`src/rtl/prog_loader.sv`:
```
// Streams a length-prefixed, checksummed program into instruction memory while holding the CPU.
// One byte per cycle when byte_valid is high, plus one WRITE cycle per word; upstream is stalled whenever byte_ready is low.
module prog_loader #(
   parameter int ADDR_W = 10
) (
   input  logic              clk,
   input  logic              rst,
   input  logic              start,
   input  logic              abort,
   input  logic              byte_valid,
   input  logic [7:0]        byte_data,
   output logic              byte_ready,
   output logic              mem_we,
   output logic [ADDR_W-1:0] mem_addr,
   output logic [15:0]       mem_wdata,
   output logic              cpu_hold,
   output logic              done,
   output logic              error
);

   // One spare bit so a full-memory count (2^ADDR_W) is representable.
   localparam int CW = 17;
   localparam logic [CW-1:0] CAP = CW'(1) << ADDR_W;

   typedef enum logic [3:0] {
      S_IDLE, S_CNT_HI, S_CNT_LO, S_DAT_HI, S_DAT_LO,
      S_WRITE, S_CK_HI, S_CK_LO, S_DONE, S_ERR
   } state_t;

   state_t              state_q, state_d;
   logic [7:0]          hi_q, hi_d;
   logic [15:0]         cnt_q, cnt_d;
   logic [CW-1:0]       idx_q, idx_d;
   logic [ADDR_W-1:0]   addr_q, addr_d;
   logic [15:0]         wdata_q, wdata_d;
   logic [15:0]         sum_q, sum_d;
   logic                done_q, done_d;
   logic                error_q, error_d;
   logic                xfer;
   logic [15:0]         word;

   assign byte_ready = (state_q == S_CNT_HI) || (state_q == S_CNT_LO) ||
                       (state_q == S_DAT_HI) || (state_q == S_DAT_LO) ||
                       (state_q == S_CK_HI)  || (state_q == S_CK_LO);
   assign xfer       = byte_valid & byte_ready;
   assign word       = {hi_q, byte_data};
   assign mem_we     = (state_q == S_WRITE);
   assign mem_addr   = addr_q;
   assign mem_wdata  = wdata_q;
   assign cpu_hold   = !((state_q == S_IDLE) || (state_q == S_DONE) || (state_q == S_ERR));
   assign done       = done_q;
   assign error      = error_q;

   always_ff @(posedge clk or posedge rst) begin
      if (rst) begin
         state_q <= S_IDLE;
         hi_q    <= '0;
         cnt_q   <= '0;
         idx_q   <= '0;
         addr_q  <= '0;
         wdata_q <= '0;
         sum_q   <= '0;
         done_q  <= 1'b0;
         error_q <= 1'b0;
      end else begin
         state_q <= state_d;
         hi_q    <= hi_d;
         cnt_q   <= cnt_d;
         idx_q   <= idx_d;
         addr_q  <= addr_d;
         wdata_q <= wdata_d;
         sum_q   <= sum_d;
         done_q  <= done_d;
         error_q <= error_d;
      end
   end

   always_comb begin
      state_d = state_q;
      hi_d    = hi_q;
      cnt_d   = cnt_q;
      idx_d   = idx_q;
      addr_d  = addr_q;
      wdata_d = wdata_q;
      sum_d   = sum_q;
      done_d  = done_q;
      error_d = error_q;

      if (abort) begin
         state_d = S_IDLE;
         done_d  = 1'b0;
         error_d = 1'b0;
      end else begin
         case (state_q)
            S_IDLE, S_DONE, S_ERR: begin
               if (start) begin
                  state_d = S_CNT_HI;
                  done_d  = 1'b0;
                  error_d = 1'b0;
                  idx_d   = '0;
                  sum_d   = '0;
               end
            end
            S_CNT_HI: if (xfer) begin
               hi_d    = byte_data;
               state_d = S_CNT_LO;
            end
            S_CNT_LO: if (xfer) begin
               cnt_d = word;
               if ({1'b0, word} > CAP) begin
                  state_d = S_ERR;
                  error_d = 1'b1;
               end else if (word == 16'd0) begin
                  state_d = S_CK_HI;
               end else begin
                  state_d = S_DAT_HI;
               end
            end
            S_DAT_HI: if (xfer) begin
               hi_d    = byte_data;
               state_d = S_DAT_LO;
            end
            S_DAT_LO: if (xfer) begin
               wdata_d = word;
               addr_d  = idx_q[ADDR_W-1:0];
               sum_d   = sum_q + word;
               state_d = S_WRITE;
            end
            S_WRITE: begin
               idx_d   = idx_q + CW'(1);
               state_d = (idx_d < {1'b0, cnt_q}) ? S_DAT_HI : S_CK_HI;
            end
            S_CK_HI: if (xfer) begin
               hi_d    = byte_data;
               state_d = S_CK_LO;
            end
            S_CK_LO: if (xfer) begin
               if (word == sum_q) begin
                  state_d = S_DONE;
                  done_d  = 1'b1;
               end else begin
                  state_d = S_ERR;
                  error_d = 1'b1;
               end
            end
            default: state_d = S_IDLE;
         endcase
      end
   end

endmodule

```
`config.mk`:
```
export PLATFORM = sky130hd
export DESIGN_NAME = prog_loader
export DESIGN_NICKNAME = d
export VERILOG_FILES = /design/src/rtl/prog_loader.sv
export SDC_FILE = /design/constraint.sdc
export NUM_CORES = 1
export LEC_CHECK = 0
export BUFFER_PORTS_ARGS = -buffer_cell sky130_fd_sc_hd__buf_2
export CORE_ASPECT_RATIO = 1.5
export CORE_MARGIN = 2
export CORE_UTILIZATION = 60
export DETAILED_ROUTE_END_ITERATION = 10
export PLACE_DENSITY = 0.76
export SLEW_MARGIN = 30
export SYNTH_ARGS = -nofsm -noshare
export SYNTH_HDL_FRONTEND = slang
export SYNTH_SLANG_ARGS = --single-unit
```
`constraint.sdc`:
```
create_clock -name clk -period 3.97 [get_ports clk]
set_clock_uncertainty 0.15 [all_clocks]
set_input_delay 0.5955 -clock clk [delete_from_list [all_inputs] [get_ports clk]]
set_output_delay 0.5955 -clock clk [all_outputs]
set_load 0.02 [all_outputs]
```
# Word level (Yosys, flattened, before mapping)
# Index checks and enable logic that the tools add are counted.
[totals]
output_inout_bits = 31
elab_cells = 90
register_bits = 89
in_bits = 13
[op_classes]
reduce_logical = 24
bitwise_logic = 2
n_eq_ne = 22
magnitude_cmp = 2
add_sub_neg = 2
mux = 29
[op_table]
columns = ["cell", "count"]
rows = [
  ["2-to-1 mux 4 bit", 9],
  ["case mux 17 bit (2 select lines)", 1],
  ["2-to-1 mux 16 bit", 2],
  ["case mux 16 bit (2 select lines)", 1],
  ["case mux 4 bit (8 select lines)", 1],
  ["!= test 3 bit, second input constant", 8],
  ["adder 17 x 1 -> 17 bit, second input constant", 1],
  ["less-than comparator 17 x 16 -> 1 bit", 1],
  ["2-to-1 mux 17 bit", 1],
  ["adder 16 bit", 1],
  ["== test 16 bit", 1],
  ["== test 4 x 3 -> 1 bit, second input constant", 4],
  ["greater-than comparator 16 x 11 -> 1 bit, second input constant", 1],
  ["zero test 16 bit", 1],
  ["AND reduction 3 bit", 4],
  ["2-to-1 mux 1 bit", 10],
  ["== test 4 x 2 -> 1 bit, second input constant", 2],
  ["== test 4 bit, second input constant", 2],
  ["AND reduction 4 bit", 2],
  ["logical OR 1 bit", 7],
  ["AND reduction 7 bit", 1],
  ["2-to-1 mux 3 bit", 2],
  ["!= test 3 x 2 -> 1 bit, second input constant", 2],
  ["AND reduction 6 bit", 1],
  ["12 further kinds", 15],
]

# Depth between registers and ports, before layout
# Gate-level depths: netlist of run 1.
[logic_depth]
word_depth = 10
mapped_depth = 14
depth_no_buf = 13

# Least setup slack after synthesis of run 1
# No wires, ideal clock.
[synth_path]
path_kind = "flip-flop to flip-flop"
start = "register idx_q[2]"
end = "register state_q[0]"
t_arrival_ns = 2.736
path_buffers = 2
required_ns = 3.753
setup_slack_ns = 1.017
synth_period_minus_slack_ns = 2.953
setup_time_ns = 0.067
stages_incl_launch_ff = 15
path_cell_list = "dfrtp_1 -> buf_2 -> and3_1 -> and3_1 -> buf_2 -> nand3_1 -> or3_1 -> xnor2_1 -> ha_1 -> a21o_1 -> a21o_1 -> a21oi_1 -> nor2_1 -> nor4b_1 -> a221o_1"
[synth_via]
elab_chain_cells = 5
[synth_rtl]
columns = ["element", "line_no", "text"]
rows = [
  ["start: declaration", "33", "logic [CW-1:0] idx_q, idx_d;"],
  ["start signal: assignment", "69", "idx_q <= idx_d;"],
  ["adder 17 x 1 -> 17 bit", "130", "idx_d = idx_q + CW'(1);"],
  ["less-than comparator 17 x 16 -> 1 bit", "131", "state_d = (idx_d < {1'b0, cnt_q}) ? S_DAT_HI : S_CK_HI;"],
  ["2-to-1 mux 3 bit", "131", ""],
  ["case mux 4 bit (8 select lines)", "94", "case (state_q)"],
  ["2-to-1 mux 4 bit", "89", "if (abort) begin"],
  ["end signal: assignment", "66", "state_q <= state_d;"],
  ["end: declaration", "30", "state_t state_q, state_d;"],
]
# No other way between the ends.
# A chain may end at the register's enable or synchronous reset.

# Final worst setup path of run 1
# Same ends and word-level chain as after synthesis.

==> results.json, run 1 <==
{
  "cp_data_required_time_ns": 4.11,
  "core-area_sq_mm": 0.00811,
  "syn-cell-area_sq_mm": 0.00504,
  "clk_latency_ns": 0.35,
  "final_nets": 625,
  "final_util_pct": 69.4,
  "cts_resized": 0,
  "yosysMostFrequentCell": "nand2_1",
  "avgSynthCellArea_sq_um": 9.25,
  "io_pins": 44,
  "reg2reg_depth": 10,
  "synth_edf_count": 0,
  "slew_violations": 0,
  "grt_max_degree": 48,
  "pre_cts_ws_ns": 0.738,
  "hold_buffers": 0,
  "grt-ovfl-total": 0,
  "dp_cells": 674,
  "tns_ns": 0,
  "post_cts_buffers": 0,
  "gp_congestion": 0.897,
  "io_buffers": 43,
  "grt_pass1_wl_um": 19300,
  "fill_cells": 640,
  "dr.pass1.iters": 5,
  "setup_violations": 0,
  "dieArea_sq_mm": 0.00916,
  "hpwl_um": 8330,
  "avgRoutedWirePerCell_um": 16.8,
  "syn_to_final_growth_pct": 11.6,
  "crit_path_cell_trace": "and3_1 -> and3_1 -> nand3_1 -> xnor2_1 -> ha_1 -> a21o_1 -> a2111oi_0 -> a2111oi_0 -> nor4b_1 -> a221o_1",
  "dr_total_vias": 4108,
  "antenna_left": 0,
  "synth_warnings": 0,
  "outcome": "finished, final reports clean",
  "cpPeakStageDelay_ns": 0.47,
  "antenna_found_initial": 0,
  "htreeDepth": 3,
  "drt_wl_total_um": 11600,
  "yosys-top-cells-area": "dfrtp_1 44%, nand2_1 8.3%, ha_1 7.7%, mux2_2 5.4%, o21ai_0 3.0%",
  "stdcell_count": 690,
  "fp.dieW_um": 78.8,
  "drive_gt1_share_pct": 16.8,
  "vdd_drop_max_mv": 0.345,
  "hold_path_class": "in2async",
  "start_util_pct": 62.1,
  "rr_endpoint": "state_q[0]",
  "grtUsageMet2_pct": 48.8,
  "fin_crit_sh_pct": 82.4,
  "regToRegSetupSlack_ns": 0.70,
  "track_usage_pct": 27.3,
  "first_iter_violations": 306,
  "async_flop_share_pct": 100,
  "cts-root-buf": "clkbuf_16",
  "use_met3_pct": 5.80,
  "grt_pass1_vias": 4052,
  "tightestPinTransition_ns": 0.798,
  "min_period_ns": 3.27,
  "worst_slack_ns": 0.698,
  "maxCapViolCount": 0,
  "synth_cell_types": 55,
  "yosys.area.top_type_share_pct": 44.2,
  "busiest_layer": "met2",
  "r2r-start": "idx_q[2]",
  "yosys_most_used_dff": "dfrtp_1",
  "crit_arrival_ns": 3.41,
  "crit_slowest_cell": "dfrtp_1",
  "drcViolationCount": 0,
  "final-hold-violation-count": 0,
  "synth_fp_nets": 590,
  "numCtsBuffers": 9,
  "path_class": "reg2reg",
  "insertedDiodeCount": 0,
  "clockBufferDepth": 2,
  "rows": 40,
  "cts.clk_slew.worst_paths_ns": 0.07,
  "synth_cells": 545,
  "synth_area_leader_cell": "dfrtp_1",
  "endpoint_kind": "flop",
  "synth_seq_area_share_pct": 44.2,
  "fp.dieH_um": 116,
  "cts_tree": "built",
  "numClockSinks": 89,
  "routed_via_density": 5.95,
  "relSlewSlack_pct": 46.7,
  "rsz0062_at_grt": "no",
  "start_kind": "flop",
  "ys_ff_latch": 89,
  "fmax_mhz": 306,
  "ys_top_cells_by_count": "112 x nand2_1, 89 x dfrtp_1, 31 x ha_1",
  "power.density_mw_per_mm2": 551,
  "cp_max_fo": 8,
  "use_met1_pct": 31.3,
  "p_leak_nw": 2.78
}
==> stage by stage <==
step	power (mW)	hold WS (ns)	area, sq um
6_report	3.10	0.216	5620
5_1_grt	3.29	0.278	5620
4_1_cts	3.11	0.247	5620
3_5_place_dp	2.31	0.307	5350
3_3_place_gp	2.26	0.303	5340
2_1_floorplan	2.00	0.304	5040
==> where the power goes <==
group          total, mW  switching, mW  internal [mW]
Combinational      0.975          0.560          0.416
Sequential          1.32          0.214           1.11
Clock              0.806          0.374          0.432
Total               3.10           1.15           1.95
==> worst max-delay path by stage <==
stage,start,endpoint,depth (start not counted)
4_1_cts,idx_q[2],state_q[0],10
6_report,idx_q[2],state_q[0],10
3_5_place_dp,idx_q[0],state_q[0],10
2_1_floorplan,rst,cnt_q[0],1
5_1_grt,idx_q[2],state_q[0],10
3_3_place_gp,idx_q[2],state_q[0],10
==> final cells by class <==
type	count	area (sq um)	share of cell area [%]
Multi-Input combinational cell	406	2630	46.8
Sequential cell	89	2230	39.6
Timing Repair Buffer	49	260	4.63
Clock buffer	10	229	4.07
Tap cell	105	131	2.34
Inverter	25	95.1	1.69
Clock inverter	6	50.0	0.890
==> registers in the layout, indices dropped and copies added (netlist names) <==
register	flops
idx_q	17
cnt_q	16
mem_wdata	16
sum_q	16
mem_addr	10
hi_q	8
state_q	4
done	1
error	1
==> metal layers <==
layer	share of wire (%)	vias up
li1	-	1994
met3	3.3	25
met1	41	2001
met4	3.0	0
met5	0	-
met2	53	88
==> critical path, delay by kind of cell (launching register included) <==
| kind | cells | cell delay, ns |
|---|---|---|
| AO/OA/AOI/OAI | 4 | 1.06 |
| XOR/XNOR | 1 | 0.17 |
| adder cells (fa/ha/maj) | 1 | 0.29 |
| flip-flops | 1 | 0.47 |
| AND/OR/NAND/NOR | 4 | 1.07 |
==> logic make-up (layout without fill, tap and decap cells) <==
group,Yosys count,count (layout),share of synthesized area (%)
compound gates,120,120,15.1
xor+xnor,27,27,4.69
fa+ha+maj,32,32,8.10
buf+inv,50,90,3.90
flops,89,89,44.2
mux,26,26,5.76
simple gates,201,201,18.3
==> cells in the final DEF (no fill, tap or decap), types with 7 or more instances in the layout <==
| cell | synthesis | layout |
|---|---|---|
| a21o_1 | 7 | 7 |
| mux2_2 | 24 | 24 |
| o21ai_0 | 30 | 30 |
| nand3_1 | 13 | 13 |
| o21ai_1 | 14 | 13 |
| inv_1 | 24 | 23 |
| dfrtp_1 | 89 | 89 |
| xor2_1 | 12 | 12 |
| clkbuf_16 | 0 | 9 |
| a22o_1 | 7 | 7 |
| nand2_1 | 112 | 112 |
| buf_2 | 7 | 43 |
| a21oi_1 | 21 | 21 |
| nor2_1 | 28 | 28 |
| xnor2_1 | 15 | 15 |
| ha_1 | 31 | 31 |
| nor4_1 | 11 | 9 |
(Power assumes the default switching activity.)
==> run 2, diff against run 1 <==
- ABC_AREA: default -> 1
- CORE_UTILIZATION: 60 -> 54
- PLACE_DENSITY: 0.76 -> 0.72
- clock period: 3.97 -> 2.7 ns (I/O delays scaled with it)
==> results.json, run 2 <==
{
  "outcome": "complete, but fails checks",
  "violations": "setup timing",
  "start_util_pct": 55.0,
  "antenna_found_initial": 0,
  "fin_crit_sh_pct": 105,
  "pre_cts_ws_ns": -0.0968,
  "dr.pass1.iters": 5,
  "register_area_sq_mm": 0.00223,
  "tightestPinTransition_ns": 0.883,
  "synth_cells": 634,
  "crit_slowest_cell": "dfrtp_1",
  "maxCapViolCount": 0,
  "synth_edf_count": 0,
  "cts_tree": "built",
  "final_nets": 750,
  "syn_to_final_growth_pct": 18.4,
  "highest_layer": "met4",
  "drt_wl_total_um": 12300,
  "rows": 43,
  "synth_cell_types": 41,
  "synth_warnings": 0,
  "largest_register_ffs": 17,
  "p_leak_nw": 3.15,
  "synthXorXnorAreaFrac_pct": 3.13,
  "r2r-start": "idx_q[0]",
  "reg2reg_depth": 20,
  "fp.dieH_um": 122,
  "met1_length_um": 4910,
  "relSlewSlack_pct": 40.9,
  "synthSimpleGateAreaFrac_pct": 19.9,
  "wl_met3_um": 476,
  "synth_compound_area_share_pct": 15.6,
  "fp.dieW_um": 82.8,
  "clk_latency_ns": 0.34,
  "yosys_most_used_dff": "dfrtp_1",
  "synth_top_family_by_area": "simple AND/OR/NAND/NOR gates",
  "synth_area_leader_cell": "dfrtp_1",
  "avgSynthCellArea_sq_um": 7.94,
  "synth_seq_area_share_pct": 44.3,
  "critPathBufInv": 3,
  "drive_gt1_share_pct": 17.2,
  "synth_fp_nets": 679,
  "ys_ff_latch": 89,
  "antenna_left": 0,
  "start_kind": "flop",
  "track_usage_pct": 25.1,
  "worst_slack_ns": -0.139,
  "htreeDepth": 3,
  "cp_data_required_time_ns": 2.79,
  "crit_path_cell_trace": "buf_4 -> nand3_1 -> nor3_2 -> nand2_1 -> nor2_2 -> nand3b_1 -> nor2_1 -> xor2_1 -> inv_1 -> ha_1 -> nand2_1 -> inv_1 -> nand2_1 -> nand2_1 -> nand2_1 -> nand2_1 -> nand2_1 -> nand2_1 -> nand2_1 -> nand2_1",
  "avgRoutedWirePerCell_um": 15.0,
  "routed_via_density": 5.48,
  "cts-root-buf": "clkbuf_16",
  "startpoint": "idx_q[0]",
  "insertedDiodeCount": 0,
  "regToRegSetupSlack_ns": -0.14,
  "clockBufferDepth": 2,
  "core-area_sq_mm": 0.00915,
  "stdcell_count": 821,
  "io_pins": 44,
  "vdd_drop_max_mv": 0.476,
  "multiInputGateArea_sq_mm": 0.00247,
  "yosys-top-cells-area": "dfrtp_1 44%, nand2_1 12%, ha_1 7.7%, inv_1 7.5%, o21ai_0 5.5%",
  "yosys.area_share.adder_pct": 8.11,
  "numCtsBuffers": 9,
  "cts.clk_slew.worst_paths_ns": 0.06,
  "cp_max_fo": 3,
  "fmax_mhz": 352,
  "drcViolationCount": 0,
  "crit_arrival_ns": 2.93,
  "grt-ovfl-total": 0,
  "routed-wl-met2_um": 6340,
  "cp.depth": 20,
  "endpoint_kind": "flop",
  "yosysMostFrequentCell": "nand2_1",
  "power.density_mw_per_mm2": 785,
  "hold_path_class": "in2reg",
  "grt_max_degree": 61,
  "gp_congestion": 0.910,
  "top_register": "idx_q",
  "slew_violations": 0,
  "grt_pass1_wl_um": 20300,
  "async_flop_share_pct": 100,
  "final_cell_mix": "155 x nand2_1, 98 x inv_1, 89 x dfrtp_1",
  "yosys.area.top_type_share_pct": 44.3,
  "dr_total_vias": 4496,
  "numClockSinks": 89,
  "hold_slack_ns": 0.237,
  "cpPeakStageDelay_ns": 0.35,
  "grt_pass1_vias": 4431,
  "synth_mux_area_share_pct": 0,
  "ys_top_cells_by_count": "157 x nand2_1, 101 x inv_1, 89 x dfrtp_1",
  "setup_violations": 2,
  "min_period_ns": 2.84,
  "path_class": "reg2reg",
  "rr_endpoint": "state_q[2]",
  "crit_path_end": "state_q[2]",
  "syn-cell-area_sq_mm": 0.00503,
  "dieArea_sq_mm": 0.0101,
  "fill_cells": 781,
  "first_iter_violations": 225,
  "crit_family": "simple AND/OR/NAND/NOR gates",
  "dp_cells": 793,
  "hpwl_um": 8770,
  "rsz0062_at_grt": "yes",
  "final-hold-violation-count": 0,
  "layout_commonest_cell": "nand2_1",
  "crit_path_frequent_cell": "nand2_1",
  "io_buffers": 43
}
run 2: changes by cell type in the layout (fill, tap and decap cells not counted), sizes merged, moves of 7 or more:
cell,delta
a21oi,+8
buf,+24
inv,+76
mux2,-24
nand2,+46
nand3,+10
nor3,+7
nor4,-8
o21ai,+40
o22ai,+7
xnor2,-11
run 2: cells by family (layout without fill, tap and decap cells):
kind of cell | after synthesis | in the layout
AO/OA/AOI/OAI | 141 | 141
adder cells (fa/ha/maj) | 32 | 32
XOR/XNOR | 18 | 18
AND/OR/NAND/NOR | 236 | 236
buffers and inverters | 118 | 193
flip-flops | 89 | 89
run 2: power breakdown:
| part | switching (mW) | internal [mW] |
|---|---|---|
| clock | 0.508 | 0.641 |
| combinational | 1.11 | 0.582 |
| sequential | 0.216 | 1.61 |
run 2: tightest hold or removal path: stages:
cell and delay (ns):
buf_2 0.12, inv_1 0.09, o21ai_1 0.07
run 2: final cells by class:
type | count | share of cell area, %
timing repair buffer | 74 | 7.77
clock inverter | 3 | 0.294
tap | 112 | 2.35
inverter | 104 | 6.66
sequential | 89 | 37.4
clock buffer | 12 | 4.14
multi-input combinational | 427 | 41.4
run 2: through the flow:
stage | setup TNS [ns] | total power [mW] | utilization [%] | cell area (sq um)
2_1_floorplan | 0 | 3.02 | - | 5050
3_3_place_gp | -0.0975 | 3.43 | 60.0 | 5490
3_5_place_dp | -0.191 | 3.51 | 60.0 | 5490
4_1_cts | -0.0849 | 4.69 | 64.1 | 5860
5_1_grt | -0.756 | 5.03 | 65.1 | 5960
6_report | -0.270 | 4.68 | 65.1 | 5960
run 2: how the worst min path moves through the flow:
stage                             from          end  slack, ns  cells after the start
after floorplan               sum_q[9]     sum_q[9]       0.30                      2
after global placement             rst  mem_addr[9]       0.14                      2
after detailed placement           rst  mem_addr[9]       0.14                      2
after CTS                 byte_data[7]     cnt_q[7]       0.23                      3
after global routing      byte_data[7]     cnt_q[7]       0.28                      3
final                     byte_data[7]     cnt_q[7]       0.24                      3
run 2: per-layer routing:
metal | up-vias | GRT usage [%]
li1 | 2210 | -
met1 | 2133 | 28.2
met2 | 114 | 45.3
met3 | 39 | 3.63
met4 | 0 | 14.4
met5 | - | 0
run 2: what timing repair did:
action,4_1_cts,5_1_grt
setup endpoints to repair,2,3
endpoints found under the hold margin,1,0
hold buffers,1,0
gates resized for setup,6,14
pin swaps,1,2
buffers inserted,9,3
